<file path="config.mk">
export PLATFORM = sky130hd
export DESIGN_NAME = bellek_hakem
export DESIGN_NICKNAME = d
export VERILOG_FILES = /design/src/rtl/bellek_hakem.sv
export SDC_FILE = /design/constraint.sdc
export NUM_CORES = 1
export LEC_CHECK = 0
export CORE_UTILIZATION = 40
export CTS_BUF_LIST = sky130_fd_sc_hd__clkbuf_4
export CTS_CLUSTER_SIZE = 14
export DETAILED_ROUTE_END_ITERATION = 12
export PLACE_DENSITY = 0.73
export RECOVER_POWER = 50
export SETUP_SLACK_MARGIN = 0.1
export SLEW_MARGIN = 20
export SYNTH_ARGS = -nofsm -noshare
export SYNTH_HDL_FRONTEND = slang
export SYNTH_SLANG_ARGS = --single-unit
</file>
<file path="constraint.sdc">
create_clock -name clk -period 3.8 [get_ports clk]
set_clock_uncertainty 0.2 [all_clocks]
set_input_delay 0.57 -clock clk [delete_from_list [all_inputs] [get_ports clk]]
set_output_delay 0.57 -clock clk [all_outputs]
set_load 0.03 [all_outputs]
</file>
<file path="src/rtl/bellek_hakem.sv">
// rtl/bellek_hakem.sv - two-port arbiter in front of the single-port registered-read memory
module bellek_hakem #(
  parameter int                   ADRES_BIT       = 32,
  parameter int                   VERI_BIT        = 32,
  parameter int                   OKU_GECIKME     = 1,
  parameter int                   ONCELIK_MODU    = 0,
  parameter logic [ADRES_BIT-1:0] BASLANGIC_ADRES = 32'h8000_0000
) (
  input  logic                 clk,
  input  logic                 rst,
  input  logic                 i0_istek_gecerli,
  output logic                 i0_istek_hazir,
  input  logic [ADRES_BIT-1:0] i0_adres,
  input  logic [VERI_BIT-1:0]  i0_yaz_veri,
  input  logic                 i0_yaz,
  output logic                 i0_yanit_gecerli,
  output logic [VERI_BIT-1:0]  i0_yanit_veri,
  input  logic                 i1_istek_gecerli,
  output logic                 i1_istek_hazir,
  input  logic [ADRES_BIT-1:0] i1_adres,
  input  logic [VERI_BIT-1:0]  i1_yaz_veri,
  input  logic                 i1_yaz,
  output logic                 i1_yanit_gecerli,
  output logic [VERI_BIT-1:0]  i1_yanit_veri,
  output logic [ADRES_BIT-1:0] bellek_adres,
  output logic [VERI_BIT-1:0]  bellek_yaz_veri,
  output logic                 bellek_yaz,
  input  logic [VERI_BIT-1:0]  bellek_oku_veri,
  output logic                 mesgul,
  output logic                 sahip
);

  typedef enum logic [1:0] {
    BOSTA     = 2'd0,
    ERISIM    = 2'd1,
    OKU_BEKLE = 2'd2,
    YANIT     = 2'd3
  } durum_t;

  durum_t              durum;
  durum_t              sonraki;
  logic                son_sahip;
  logic                yaz_r;
  logic [3:0]          sayac;
  logic                kazanan;
  logic                kabul;
  logic                yakala;
  logic [VERI_BIT-1:0] yakalanan;

  // State register; reset aborts whatever transfer is in flight.
  always_ff @(posedge clk) begin
    if (rst) begin
      durum <= BOSTA;
    end else begin
      durum <= sonraki;
    end
  end

  // Arbitration, next state, handshake and strobe outputs.
  always_comb begin
    sonraki          = durum;
    i0_istek_hazir   = 1'b0;
    i1_istek_hazir   = 1'b0;
    bellek_yaz       = 1'b0;
    i0_yanit_gecerli = 1'b0;
    i1_yanit_gecerli = 1'b0;
    yakala           = 1'b0;
    yakalanan        = bellek_oku_veri;
    kabul            = 1'b0;
    kazanan          = 1'b0;
    mesgul           = (durum != BOSTA);

    // A lone requester always wins; on a tie either port 0 is preferred
    // or the port that did not own the previous transfer goes next.
    if (i0_istek_gecerli && i1_istek_gecerli) begin
      kazanan = (ONCELIK_MODU != 0) ? 1'b0 : ~son_sahip;
    end else begin
      kazanan = i1_istek_gecerli;
    end

    case (durum)
      BOSTA: begin
        if (!rst && (i0_istek_gecerli || i1_istek_gecerli)) begin
          i0_istek_hazir = ~kazanan;
          i1_istek_hazir = kazanan;
          kabul          = 1'b1;
          sonraki        = ERISIM;
        end
      end
      ERISIM: begin
        // The strobe is masked during reset so an aborted write never lands.
        bellek_yaz = yaz_r & ~rst;
        if (yaz_r) begin
          yakala    = 1'b1;
          yakalanan = '0;
          sonraki   = YANIT;
        end else if (OKU_GECIKME == 1) begin
          yakala  = 1'b1;
          sonraki = YANIT;
        end else begin
          sonraki = OKU_BEKLE;
        end
      end
      OKU_BEKLE: begin
        // The counter reaches zero at the edge ending this cycle: last wait cycle.
        if (sayac == 4'd1) begin
          yakala  = 1'b1;
          sonraki = YANIT;
        end
      end
      YANIT: begin
        i0_yanit_gecerli = ~sahip;
        i1_yanit_gecerli = sahip;
        sonraki          = BOSTA;
      end
      default: sonraki = BOSTA;
    endcase
  end

  // Request latch, read-wait counter, ownership and response data.
  always_ff @(posedge clk) begin
    if (rst) begin
      bellek_adres    <= BASLANGIC_ADRES;
      bellek_yaz_veri <= '0;
      yaz_r           <= 1'b0;
      sayac           <= 4'd0;
      sahip           <= 1'b0;
      son_sahip       <= 1'b1;
      i0_yanit_veri   <= '0;
      i1_yanit_veri   <= '0;
    end else begin
      if (kabul) begin
        bellek_adres    <= kazanan ? i1_adres    : i0_adres;
        bellek_yaz_veri <= kazanan ? i1_yaz_veri : i0_yaz_veri;
        yaz_r           <= kazanan ? i1_yaz      : i0_yaz;
        sahip           <= kazanan;
        son_sahip       <= kazanan;
      end
      if (durum == ERISIM) begin
        sayac <= 4'(OKU_GECIKME - 1);
      end else if (durum == OKU_BEKLE) begin
        sayac <= sayac - 4'd1;
      end
      if (yakala) begin
        if (sahip) begin
          i1_yanit_veri <= yakalanan;
        end else begin
          i0_yanit_veri <= yakalanan;
        end
      end
    end
  end

endmodule
</file>
* Word level (Yosys, flattened, before mapping) *
Index checks and enable logic that the tools add are counted.
W data, S select, Z words.

word-level totals
  memory bits (writable) = 0
  bits in read-only memories = 0
  register bits after elaboration = 137
  input port bits = 166
  memories = 0
  bits in latches = 0

operators by class
  div/mod/pow operators = 0
  reduce and logical (&&, ||, !) cells = 10
  equal/unequal tests = 6
  multipliers = 0
  add/subtract/negate cells = 1
  shift-type cells = 0
  bitwise operators = 5
  magnitude comparators = 0
  muxes and demuxes = 20

operators by type and width
  cell                   number
  $mux W32               4
  $mux W1                12
  $pmux W2 S4            1
  $reduce_and A2 Y1      3
  $eq A2 B2 Y1 const B   2
  $eq A4 B1 Y1 const B   1
  $mux W2                2
  $ne A2 B2 Y1 const B   2
  $not A1 Y1             4
  $sub A4 B1 Y4 const B  1
  $eq A2 B1 Y1 const B   1
  $logic_and A1 B1 Y1    2
  $logic_not A2 Y1       1
  $pmux W1 S2            1
  $reduce_bool A2 Y1     1
  $reduce_or A2 Y1       1
  $and A1 B1 Y1          1
  $logic_not A1 Y1       1
  $logic_or A1 B1 Y1     1

* Logic depth before layout (Yosys ltp) *
  depth after elaboration = 5
  depth in mapped cells = 8
  depth with buffers taken out = 5

* Worst setup path after synthesis *
Ideal clock, no wire load.

  path kind = input port to output port
  from = input port rst
  to = output port i0_istek_hazir
  setup slack = 1.497 ns
  buffers on the path = 2
  arrival time = 1.533 ns
  cell stages on the path = 5
  cell sequence = buf_2 -> o21ba_4 -> buf_6 -> nand2_1 -> nor2_1

between the ends
  longest elaborated chain between the ends = 4

ends and longest elaborated chain
  what                 RTL line  source
  start: declaration   10        input logic rst,
  $logic_not A1 Y1     83        if (!rst && (i0_istek_gecerli || i1_istek_gecerli)) begin
  $logic_and A1 B1 Y1  83
  $mux W1              83
  $mux W1              81        case (durum)
  end: declaration     12        output logic i0_istek_hazir,

No other way between the ends.

* Final worst setup path *
  from = input port i1_istek_gecerli
  to = output port i1_istek_hazir

between the ends
  longest elaborated chain between the ends = 4

ends and longest elaborated chain
  what                                                              RTL line  source
  start: declaration                                                18        input logic i1_istek_gecerli,
  $logic_and A1 B1 Y1 / $logic_or A1 B1 Y1 (equally long branches)  75, 83
  $mux W1 / $logic_and A1 B1 Y1 (equally long branches)             75, 83
  $mux W1 *                                                         83
  $mux W1 *                                                         81
  end: declaration                                                  19        output logic i1_istek_hazir,

Every way passes the cells marked *; elsewhere a longest branch is shown, timed or not.

==> flow_summary.ini <==
[outcome]
outcome = completed

[power_and_ir_drop]
power.leakage_nw = 3.699
finalPower_mw = 6.631
vdd.ir_drop.worst_v = 0.0003405
power-per-cell-area_mw_per_mm2 = 628.0

[critical_path]
critPathCaptureType = primary output
path_max_fanout = 16
worst_path_most_repeated_cell = clkdlybuf4s50_1
critPathBufInv = 3
worst_ep_arrival_time_ps = 2470
path_cells = clkdlybuf4s50_1 -> a21boi_4 -> nand3_1 -> inv_1 -> clkdlybuf4s50_1
worstSetupPathType = input port to primary output
cp_slowest_stage_delay_ps = 670
critPathTopFamily = buffers and inverters
r2r_slack_ps = 1080
slowest_stage = clkdlybuf4s50_1
cp.required_ps = 3030
start_kind = input port

[detailed_routing]
num_vias = 7942
dr.pass1.iters = 5
ant_nets = 0
routed_wl_mm = 25.95
drc = 0
first_iter_violations = 739
viasPerCell = 5.879
avgRoutedWirePerCell_um = 19.21

[synth]
synth_edf_count = 0
syn_area_per_cell_sq_um = 8.366
async_flop_share_pct = 0
yosys_warnings = 0
synth_cell_type_count = 41
seq_area_frac_synth_pct = 37.25
netlist_instances = 880
ys_ff_latch = 137
syn_area_sq_mm = 0.007362
synthFlopType = dfxtp_1
synth_fp_nets = 1052

[timing]
period_minus_slack_ps = 3240
slew_headroom_pct = 14.16
setup_tns_ps = 0
fin_hold_ws_ps = 321.4
clock.fmax_mhz = 308.7
maxSlewViolCount = 0
rsz0062_at_grt = false
setup_violations = 0
finalHoldViolCount = 0
fin_crit_sh_pct = 85.26
worst_pin_slew_ps = 1288

[grt]
grt_util_met2_pct = 43.91
grt_busiest_layer = met2
met3_usage_pct = 9.345
grt_use_total_pct = 26.95
grt_pass1_wl_mm = 39.60
grt_pass1_vias = 7368
gr-total-overflow = 0
grtUsageMet1_pct = 32.93
grt_max_degree = 76
antenna_found_initial = 3

[final_layout]
layout-drive-gt1-share_pct = 5.362
syn_to_final_growth_pct = 43.41
nets = 1278
regArea_sq_mm = 0.002743
nFillCells = 1682
multi_input_area_sq_mm = 0.003981

[floorplan]
dieArea_sq_mm = 0.01895
core-area_sq_mm = 0.01802
initial_utilization_pct = 40.84
die_x_um = 137.7
num_rows = 49
pin_count = 301
fp.dieH_um = 137.7

[place]
place_congestion = 0.7998
dp_hpwl_mm = 16.89
io_buffers = 300

[job]
max_cap_viol_count = 0

[clock_network]
tritoncts = built
clkSinkCount = 137
cts-resized-gates = 0
clk_latency_ps = 540
root_buffer = clkbuf_4
path_clk_slew_ps = 140
numCtsBuffers = 17
cts_buffer_depth = 2
cts_post_setup_buffers_inserted = 0
postCtsHoldBufs = 0
htree_levels = 4

[min_path]
hold_class = register to register
==> metal layers <==
layer  vias to the layer above  share of wire (%)
met3                        30                9.8
met1                      3790                 39
li1                       3787                  -
met2                       335                 49
met5                         -                  0
met4                         0                1.9
==> cell usage in the layout, fill, tap and decap left out, types with 6 or more instances in the layout <==
cell	n
a22oi_1	33
nor2_1	7
nand2_1	140
a41oi_1	31
nor4bb_1	16
and2b_1	8
clkdlybuf4s50_1	238
buf_4	13
a21boi_0	24
a31oi_1	18
nand4_1	25
nand3_1	34
clkbuf_4	18
dlygate4sd3_1	61
nor2b_1	49
dfxtp_1	137
inv_1	6
a311oi_1	64
a32oi_1	39
a21oi_1	104
==> cell type report <==
| class | instances | share of cell area [%] |
|---|---|---|
| diodes | 3 | 0.07111 |
| clock buffers | 18 | 1.280 |
| clock inverters | 14 | 1.884 |
| inverters | 7 | 0.2489 |
| multi-input cells | 625 | 37.71 |
| flip-flops and latches | 137 | 25.98 |
| well taps | 229 | 2.714 |
| repair buffers | 318 | 30.11 |
==> registers in the layout, summed over array words and instances (netlist names) <==
signal,count
bellek_adres,32
bellek_yaz_veri,32
durum,2
i0_yanit_veri,32
i1_yanit_veri,32
sahip,1
sayac,4
son_sahip,1
yaz_r,1
==> per-stage QoR <==
stage	cell area, sq um	worst slack [ps]	instances	utilization (%)
6_report	10560	560.2	1351	58.57
5_1_grt	10560	447.8	1351	58.57
4_1_cts	10620	558.9	1348	58.92
3_5_place_dp	10290	580.7	1316	57.07
3_3_place_gp	10290	612.1	1316	57.07
2_1_floorplan	7362	1497	880	-
==> cells in the mapped netlist (2+ instances only) <==
cell / count / share of area, %
a41oi_1: 31 / 3.7
and2b_1: 8 / 0.82
a21boi_0: 24 / 2.4
nor2_1: 7 / 0.36
buf_2: 42 / 2.9
inv_1: 7 / 0.36
nor4bb_1: 16 / 2.2
a32oi_1: 39 / 4.6
dfxtp_1: 137 / 37
nand3_1: 34 / 2.3
buf_6: 7 / 1.1
a21oi_1: 104 / 7.1
and2_1: 2 / 0.17
nand2_1: 140 / 7.1
nor3_1: 3 / 0.20
a311oi_1: 55 / 6.5
a22oi_1: 33 / 3.4
mux2i_1: 3 / 0.41
a311oi_2: 9 / 1.8
xnor2_1: 2 / 0.24
nand4_1: 25 / 2.1
nor2b_1: 50 / 4.2
nand2b_1: 3 / 0.25
buf_4: 19 / 1.9
ha_1: 6 / 1.0
buf_1: 3 / 0.15
a31oi_1: 18 / 1.5
clkbuf_1: 40 / 2.0
==> tightest hold or removal path: stages, from the launching register on <==
cell,delay [ps]
dfxtp_1,330
a21oi_1,110
a311oi_1,50
==> cell families after synthesis <==
logic type	share of synthesized area (%)
compound gates	32.04
xor+xnor	0.3570
fa+ha+maj	1.020
buf+inv	8.413
flops	37.25
mux	0.5608
simple gates	20.36
==> report_power, final <==
| part | switching [mW] | internal (mW) |
|---|---|---|
| Sequential | 0.215 | 1.77 |
| Clock | 0.597 | 0.533 |
| Combinational | 2.20 | 1.32 |
| Total | 3.01 | 3.62 |
==> final timing paths <==
| kind | from | to | cells past startpoint |
|---|---|---|---|
| worst max-delay path | i1_istek_gecerli | i1_istek_hazir | 5 |
| worst min-delay path | bellek_yaz_veri[11] | bellek_yaz_veri[11] | 2 |
| worst max register to register | durum[1] | i1_yanit_veri[24] | 6 |
| worst min register to register | bellek_yaz_veri[11] | bellek_yaz_veri[11] | 2 |
(Power assumes the default switching activity.)
